**config.mk**
```make
export PLATFORM = sky130hd
export DESIGN_NAME = d_input_debouncer_flat
export DESIGN_NICKNAME = d
export VERILOG_FILES = /design/src/rtl/d_input_debouncer_if.sv /design/src/rtl/d_input_debouncer.sv /design/src/flat_wrapper.sv
export SDC_FILE = /design/constraint.sdc
export NUM_CORES = 1
export LEC_CHECK = 0
export BUFFER_PORTS_ARGS = -buffer_cell sky130_fd_sc_hd__buf_2
export CELL_PAD_IN_SITES_DETAIL_PLACEMENT = 1
export CELL_PAD_IN_SITES_GLOBAL_PLACEMENT = 1
export CORE_MARGIN = 3
export CORE_UTILIZATION = 42
export CTS_BUF_LIST = sky130_fd_sc_hd__clkbuf_16
export DETAILED_ROUTE_END_ITERATION = 8
export PLACE_DENSITY_LB_ADDON = 0.1
export SYNTH_ARGS = -nofsm -noshare
export SYNTH_HDL_FRONTEND = slang
export SYNTH_SLANG_ARGS = --single-unit
```
**constraint.sdc**
```tcl
create_clock -name clk -period 1.85 [get_ports clk]
set_input_delay 0.0925 -clock clk [delete_from_list [all_inputs] [get_ports clk]]
set_output_delay 0.0925 -clock clk [all_outputs]
set_load 0.01 [all_outputs]
```
**src/rtl/d_input_debouncer_if.sv**
```systemverilog
// Debouncer signal bundle: raw input towards the debouncer, clean level and
// edge pulses back. master = producer of din / consumer of results, slave = debouncer.
interface d_input_debouncer_if;
    logic       din;
    logic       dout;
    logic       rise;
    logic       fall;
`ifdef DEBOUNCE_EDGE_COUNT_EN
    logic [7:0] edge_cnt;

    modport master (
        output din,
        input  dout,
        input  rise,
        input  fall,
        input  edge_cnt
    );

    modport slave (
        input  din,
        output dout,
        output rise,
        output fall,
        output edge_cnt
    );
`else
    modport master (
        output din,
        input  dout,
        input  rise,
        input  fall
    );

    modport slave (
        input  din,
        output dout,
        output rise,
        output fall
    );
`endif
endinterface

```
**src/rtl/d_input_debouncer.sv**
```systemverilog
// Input debouncer: 2-flop synchroniser + stability-counter FSM giving a clean
// level (dout) and 1-cycle rise/fall pulses. Ports: clk, rst (sync, active-low),
// bus.slave {din, dout, rise, fall[, edge_cnt with DEBOUNCE_EDGE_COUNT_EN]}.
module d_input_debouncer #(
    parameter int unsigned STABLE_CYCLES = 4,
    parameter int unsigned CNT_W         = 8
) (
    input  logic               clk,
    input  logic               rst,
    d_input_debouncer_if.slave bus
);

    typedef enum logic [1:0] {
        S_LOW,
        S_RISE_CHK,
        S_HIGH,
        S_FALL_CHK
    } state_t;

    // Last count value before a new level is accepted.
    localparam logic [CNT_W-1:0] CNT_LAST = CNT_W'(STABLE_CYCLES - 1);

    state_t           state_q, state_d;
    logic [CNT_W-1:0] cnt_q, cnt_d;
    logic             sync1_q, sync1_d;
    logic             sync2_q, sync2_d;
    logic             dout_q, dout_d;
    logic             rise_q, rise_d;
    logic             fall_q, fall_d;
    logic             din_s;

    assign din_s = sync2_q;

    always_comb begin
        sync1_d = bus.din;
        sync2_d = sync1_q;
        state_d = state_q;
        cnt_d   = cnt_q;
        dout_d  = dout_q;
        rise_d  = 1'b0;
        fall_d  = 1'b0;
        case (state_q)
            S_LOW: begin
                if (din_s) begin
                    state_d = S_RISE_CHK;
                    cnt_d   = CNT_W'(1);
                end else begin
                    cnt_d   = '0;
                end
            end
            S_RISE_CHK: begin
                if (!din_s) begin
                    state_d = S_LOW;
                    cnt_d   = '0;
                end else if (cnt_q == CNT_LAST) begin
                    state_d = S_HIGH;
                    dout_d  = 1'b1;
                    rise_d  = 1'b1;
                    cnt_d   = '0;
                end else begin
                    cnt_d   = cnt_q + CNT_W'(1);
                end
            end
            S_HIGH: begin
                if (!din_s) begin
                    state_d = S_FALL_CHK;
                    cnt_d   = CNT_W'(1);
                end
            end
            S_FALL_CHK: begin
                if (din_s) begin
                    state_d = S_HIGH;
                    cnt_d   = '0;
                end else if (cnt_q == CNT_LAST) begin
                    state_d = S_LOW;
                    dout_d  = 1'b0;
                    fall_d  = 1'b1;
                    cnt_d   = '0;
                end else begin
                    cnt_d   = cnt_q + CNT_W'(1);
                end
            end
            default: begin
                state_d = S_LOW;
                dout_d  = 1'b0;
                cnt_d   = '0;
            end
        endcase
    end

    always_ff @(posedge clk) begin
        if (!rst) begin
            sync1_q <= 1'b0;
            sync2_q <= 1'b0;
            state_q <= S_LOW;
            cnt_q   <= '0;
            dout_q  <= 1'b0;
            rise_q  <= 1'b0;
            fall_q  <= 1'b0;
        end else begin
            sync1_q <= sync1_d;
            sync2_q <= sync2_d;
            state_q <= state_d;
            cnt_q   <= cnt_d;
            dout_q  <= dout_d;
            rise_q  <= rise_d;
            fall_q  <= fall_d;
        end
    end

    assign bus.dout = dout_q;
    assign bus.rise = rise_q;
    assign bus.fall = fall_q;

`ifdef DEBOUNCE_EDGE_COUNT_EN
    logic [7:0] edge_cnt_q, edge_cnt_d;

    // Counts the registered rise pulse; wraps silently at 255.
    always_comb begin
        edge_cnt_d = edge_cnt_q + {7'd0, rise_q};
    end

    always_ff @(posedge clk) begin
        if (!rst) begin
            edge_cnt_q <= 8'd0;
        end else begin
            edge_cnt_q <= edge_cnt_d;
        end
    end

    assign bus.edge_cnt = edge_cnt_q;
`endif

endmodule

```
**src/flat_wrapper.sv**
```systemverilog
// flat-port wrapper written by rule: the top's interface ports become plain ports
module d_input_debouncer_flat 
#(
    parameter int unsigned STABLE_CYCLES = 4,
    parameter int unsigned CNT_W         = 8
)
  (clk, rst, bus_din, bus_dout, bus_rise, bus_fall);
  d_input_debouncer_if bus_i ();
  input  logic clk;
  input  logic rst;
  input wire logic [$bits(bus_i.din)-1:0] bus_din;
  output wire logic [$bits(bus_i.dout)-1:0] bus_dout;
  output wire logic [$bits(bus_i.rise)-1:0] bus_rise;
  output wire logic [$bits(bus_i.fall)-1:0] bus_fall;
  assign bus_i.din = bus_din;
  assign bus_dout = bus_i.dout;
  assign bus_rise = bus_i.rise;
  assign bus_fall = bus_i.fall;
  d_input_debouncer #(.STABLE_CYCLES(STABLE_CYCLES), .CNT_W(CNT_W)) u_core (.clk(clk), .rst(rst), .bus(bus_i));
endmodule
```
==> run_results.csv <==
group,metric,value,unit
run_status,status,"complete, no violations",
worst_setup_path,arrival,1920,ps
routing,totalWireLength,1.75,mm
floorplanning,die_w,47.0,µm
pwr,pwr_density_cell,926,nW/µm²
timing,maxSlewViolCount,0,
synth,yosysSeqAreaShare,42.6,%
routing,drtPass1Iterations,2,
worst_setup_path,worstSetupStartpoint,"u_core.cnt_q[0]$_SDFFE_PN0P_",
grt,grt_overflow,0,
timing,hold_viol_final,0,
timing,worst_pin_slew,536,ps
floorplanning,fp.coreArea,1540,µm²
timing,fin_skew,2.98,ps
synth,synth_top_area_share,42.6,%
routing,detail-route-antenna-nets,0,
timing,rsz0062_at_grt,"no",
timing,hold_ws,49.9,ps
clock_tree,cts-root-buf,"clkbuf_16",
grt,antenna_found_initial,0,
synth,synth_area_leaders,"dfxtp_1, a21oi_1, nor3_1",
place,gp_congestion,0.760,
routing,via_per_inst,5.91,
worst_setup_path,critical_path_class,"register to register",
grt,track_usage,18.2,%
worst_setup_path,cp_max_fo,6,
synth,syn_nets,83,
clock_tree,h-tree-depth,1,
floorplanning,start_util,45.7,%
synth,ys_types,27,
timing,max_freq,571,MHz
layout,drive_above_1_share,19.1,%
pwr,p_leak,0.297,nW
clock_tree,clk-insertion-delay-late,250,ps
floorplanning,rows,14,
worst_setup_path,critPathRequiredTime,2020,ps
worst_setup_path,start_kind,"register",
layout,area_growth,19.7,%
timing,finalSetupViolations,0,
clock_tree,cts_buffers,3,
synth,syn_area,704,µm²
grt,grt_pass1_vias,582,
routing,wl_per_cell,16.7,µm
worst_setup_path,r2r_start,"u_core.cnt_q[0]$_SDFFE_PN0P_",
layout,antenna_cells,0,
flow_run,max_cap_violations,0,
timing,fin_crit_sh,94.7,%
routing,vias,621,
clock_tree,clock_sinks,15,
clock_tree,cts_tree,"yes",
grt,grt_max_degree,11,
synth,yosys_warnings,0,
synth,yosysTopAreaCell,"dfxtp_1",
timing,slew_headroom,64.0,%
synth,ys_ff_latch,15,
clock_tree,path_clk_slew,50,ps
worst_setup_path,endpoint_kind,"register",
timing,fin_setup_tns,0,ps
place,placedCellCount,101,
floorplanning,dieHeight,47.0,µm
worst_hold_path,holdCritStartpoint,"bus_din",
floorplanning,design.die.area,2200,µm²
layout,nNetsFinal,94,
routing,drc_errors,0,
pwr,ir_worst_vdd,0.499,mV
clock_tree,cts_max_path_buffers,2,
place,portBuffers,5,
synth,netlist_instances,79,
grt,grt_pass1_wl,2.77,mm
timing,post-route-min-period,1750,ps
layout,fillerInstances,196,
routing,drt_iter0_drc,9,
layout,instances_no_fill,105,
place,place_hpwl,1.19,mm
synth,syn_area_per_cell,8.92,µm²
worst_hold_path,hold_path.class,"input port to register",
floorplanning,io_pins,6,
-- stage by stage --
step / util, % / cell area [µm²] / setup WS, ps / total power, mW
after global routing: 54.7 / 843 / 18.0 / 0.819
after global placement: 48.6 / 749 / 139 / 0.365
final: 54.7 / 843 / 98.7 / 0.781
after floorplan: - / 704 / 265 / 0.357
after detailed placement: 48.6 / 749 / 23.3 / 0.365
after CTS: 54.1 / 835 / 53.7 / 0.791
-- report_power, final --
group          internal (mW)  switching, mW
logic                 0.0107         0.0149
clock network          0.289          0.132
registers              0.329        0.00488
total                  0.628          0.152
-- cell type report --
cell class	count	area, µm²	area share, %
multi-input cells	56	373	44.2
flip-flops and latches	15	300	35.6
clock buffers	3	75.1	8.90
repair buffers	8	47.5	5.64
inverters	6	22.5	2.67
well taps	16	20.0	2.37
clock inverters	1	5.00	0.593
-- timing repair --
item,CTS,global route
cloned,0,0
buffers inserted,0,0
resized for setup,1,1
hold buffers,0,0
setup endpoints to repair,1,6
-- placed cells by master, fill, tap and decap left out, drive strengths merged, types with 2 or more instances in the layout --
cell type and count:
buf 8, o21a 2, clkbuf 3, nand4 2
nand3 3, inv 5, a21oi 8, nand2 7
dfxtp 15, mux2i 2, and2 2, nor3 7
nor2 4, o21ai 4, a41oi 2, nor4 2
clkinv 2
-- synthesized netlist by cell type, drive strengths merged --
| cell | instances |
|---|---|
| nand4 | 2 |
| xnor2 | 1 |
| a211oi | 1 |
| a22oi | 1 |
| a31oi | 1 |
| nor2 | 4 |
| nor4b | 1 |
| o221ai | 1 |
| a41oi | 2 |
| and2 | 2 |
| or2 | 1 |
| ha | 1 |
| o21a | 2 |
| nand2 | 7 |
| clkinv | 1 |
| or3b | 1 |
| nand3 | 3 |
| nor3b | 1 |
| inv | 5 |
| nor2b | 1 |
| nor4 | 2 |
| nor3 | 7 |
| buf | 2 |
| o21ai | 4 |
| mux2i | 2 |
| dfxtp | 15 |
| a21oi | 8 |
-- worst max-delay path, cell delays in order (launching register included) --
cell and delay (ps):
dfxtp_1 360, ha_1 280, nor4b_4 170, a211oi_4 350, or3b_1 380, a31oi_1 130
-- state kept, by name, summed over array words and instances, names as in the netlist, named ones only --
| signal | count |
|---|---|
| u_core.bus.dout | 1 |
| u_core.state_q | 1 |
| u_core.din_s | 1 |
| u_core.bus.rise | 1 |
| u_core.cnt_q | 8 |
| u_core.bus.fall | 1 |
| u_core.sync1_q | 1 |
-- worst paths after layout --
path | end | slack (ps) | cells after the start
worst max register to register | u_core.cnt_q[6]$_SDFFE_PN0P_ | 100 | 5
worst max-delay path | u_core.cnt_q[6]$_SDFFE_PN0P_ | 100 | 5
worst min register to register | u_core.din_s$_SDFF_PN0_ | 450 | 1
worst min-delay path | u_core.sync1_q$_SDFF_PN0_ | 50 | 2
-- per-layer routing --
metal / vias up / global-route usage [%] / part of all wire [%]
met1: 304 / 24.4 / 48
met3: 5 / 3.45 / 2.7
met5: - / 0 / 0
li1: 306 / - / -
met2: 6 / 27.4 / 47
met4: 0 / 9.94 / 2.2
-- logic make-up (layout without fill, tap and decap cells) --
group	Yosys count	count (layout)	synth area share, %
buffers and inverters	8	18	6.39
adders and majority gates	1	1	1.78
DFF	15	15	42.6
AOI/OAI and AO/OA	20	20	19.2
and+or+nand+nor	32	32	24.9
muxes	2	2	2.84
xor gates and xnor gates	1	1	2.31
No activity file was read; power rests on OpenSTA's default activity.
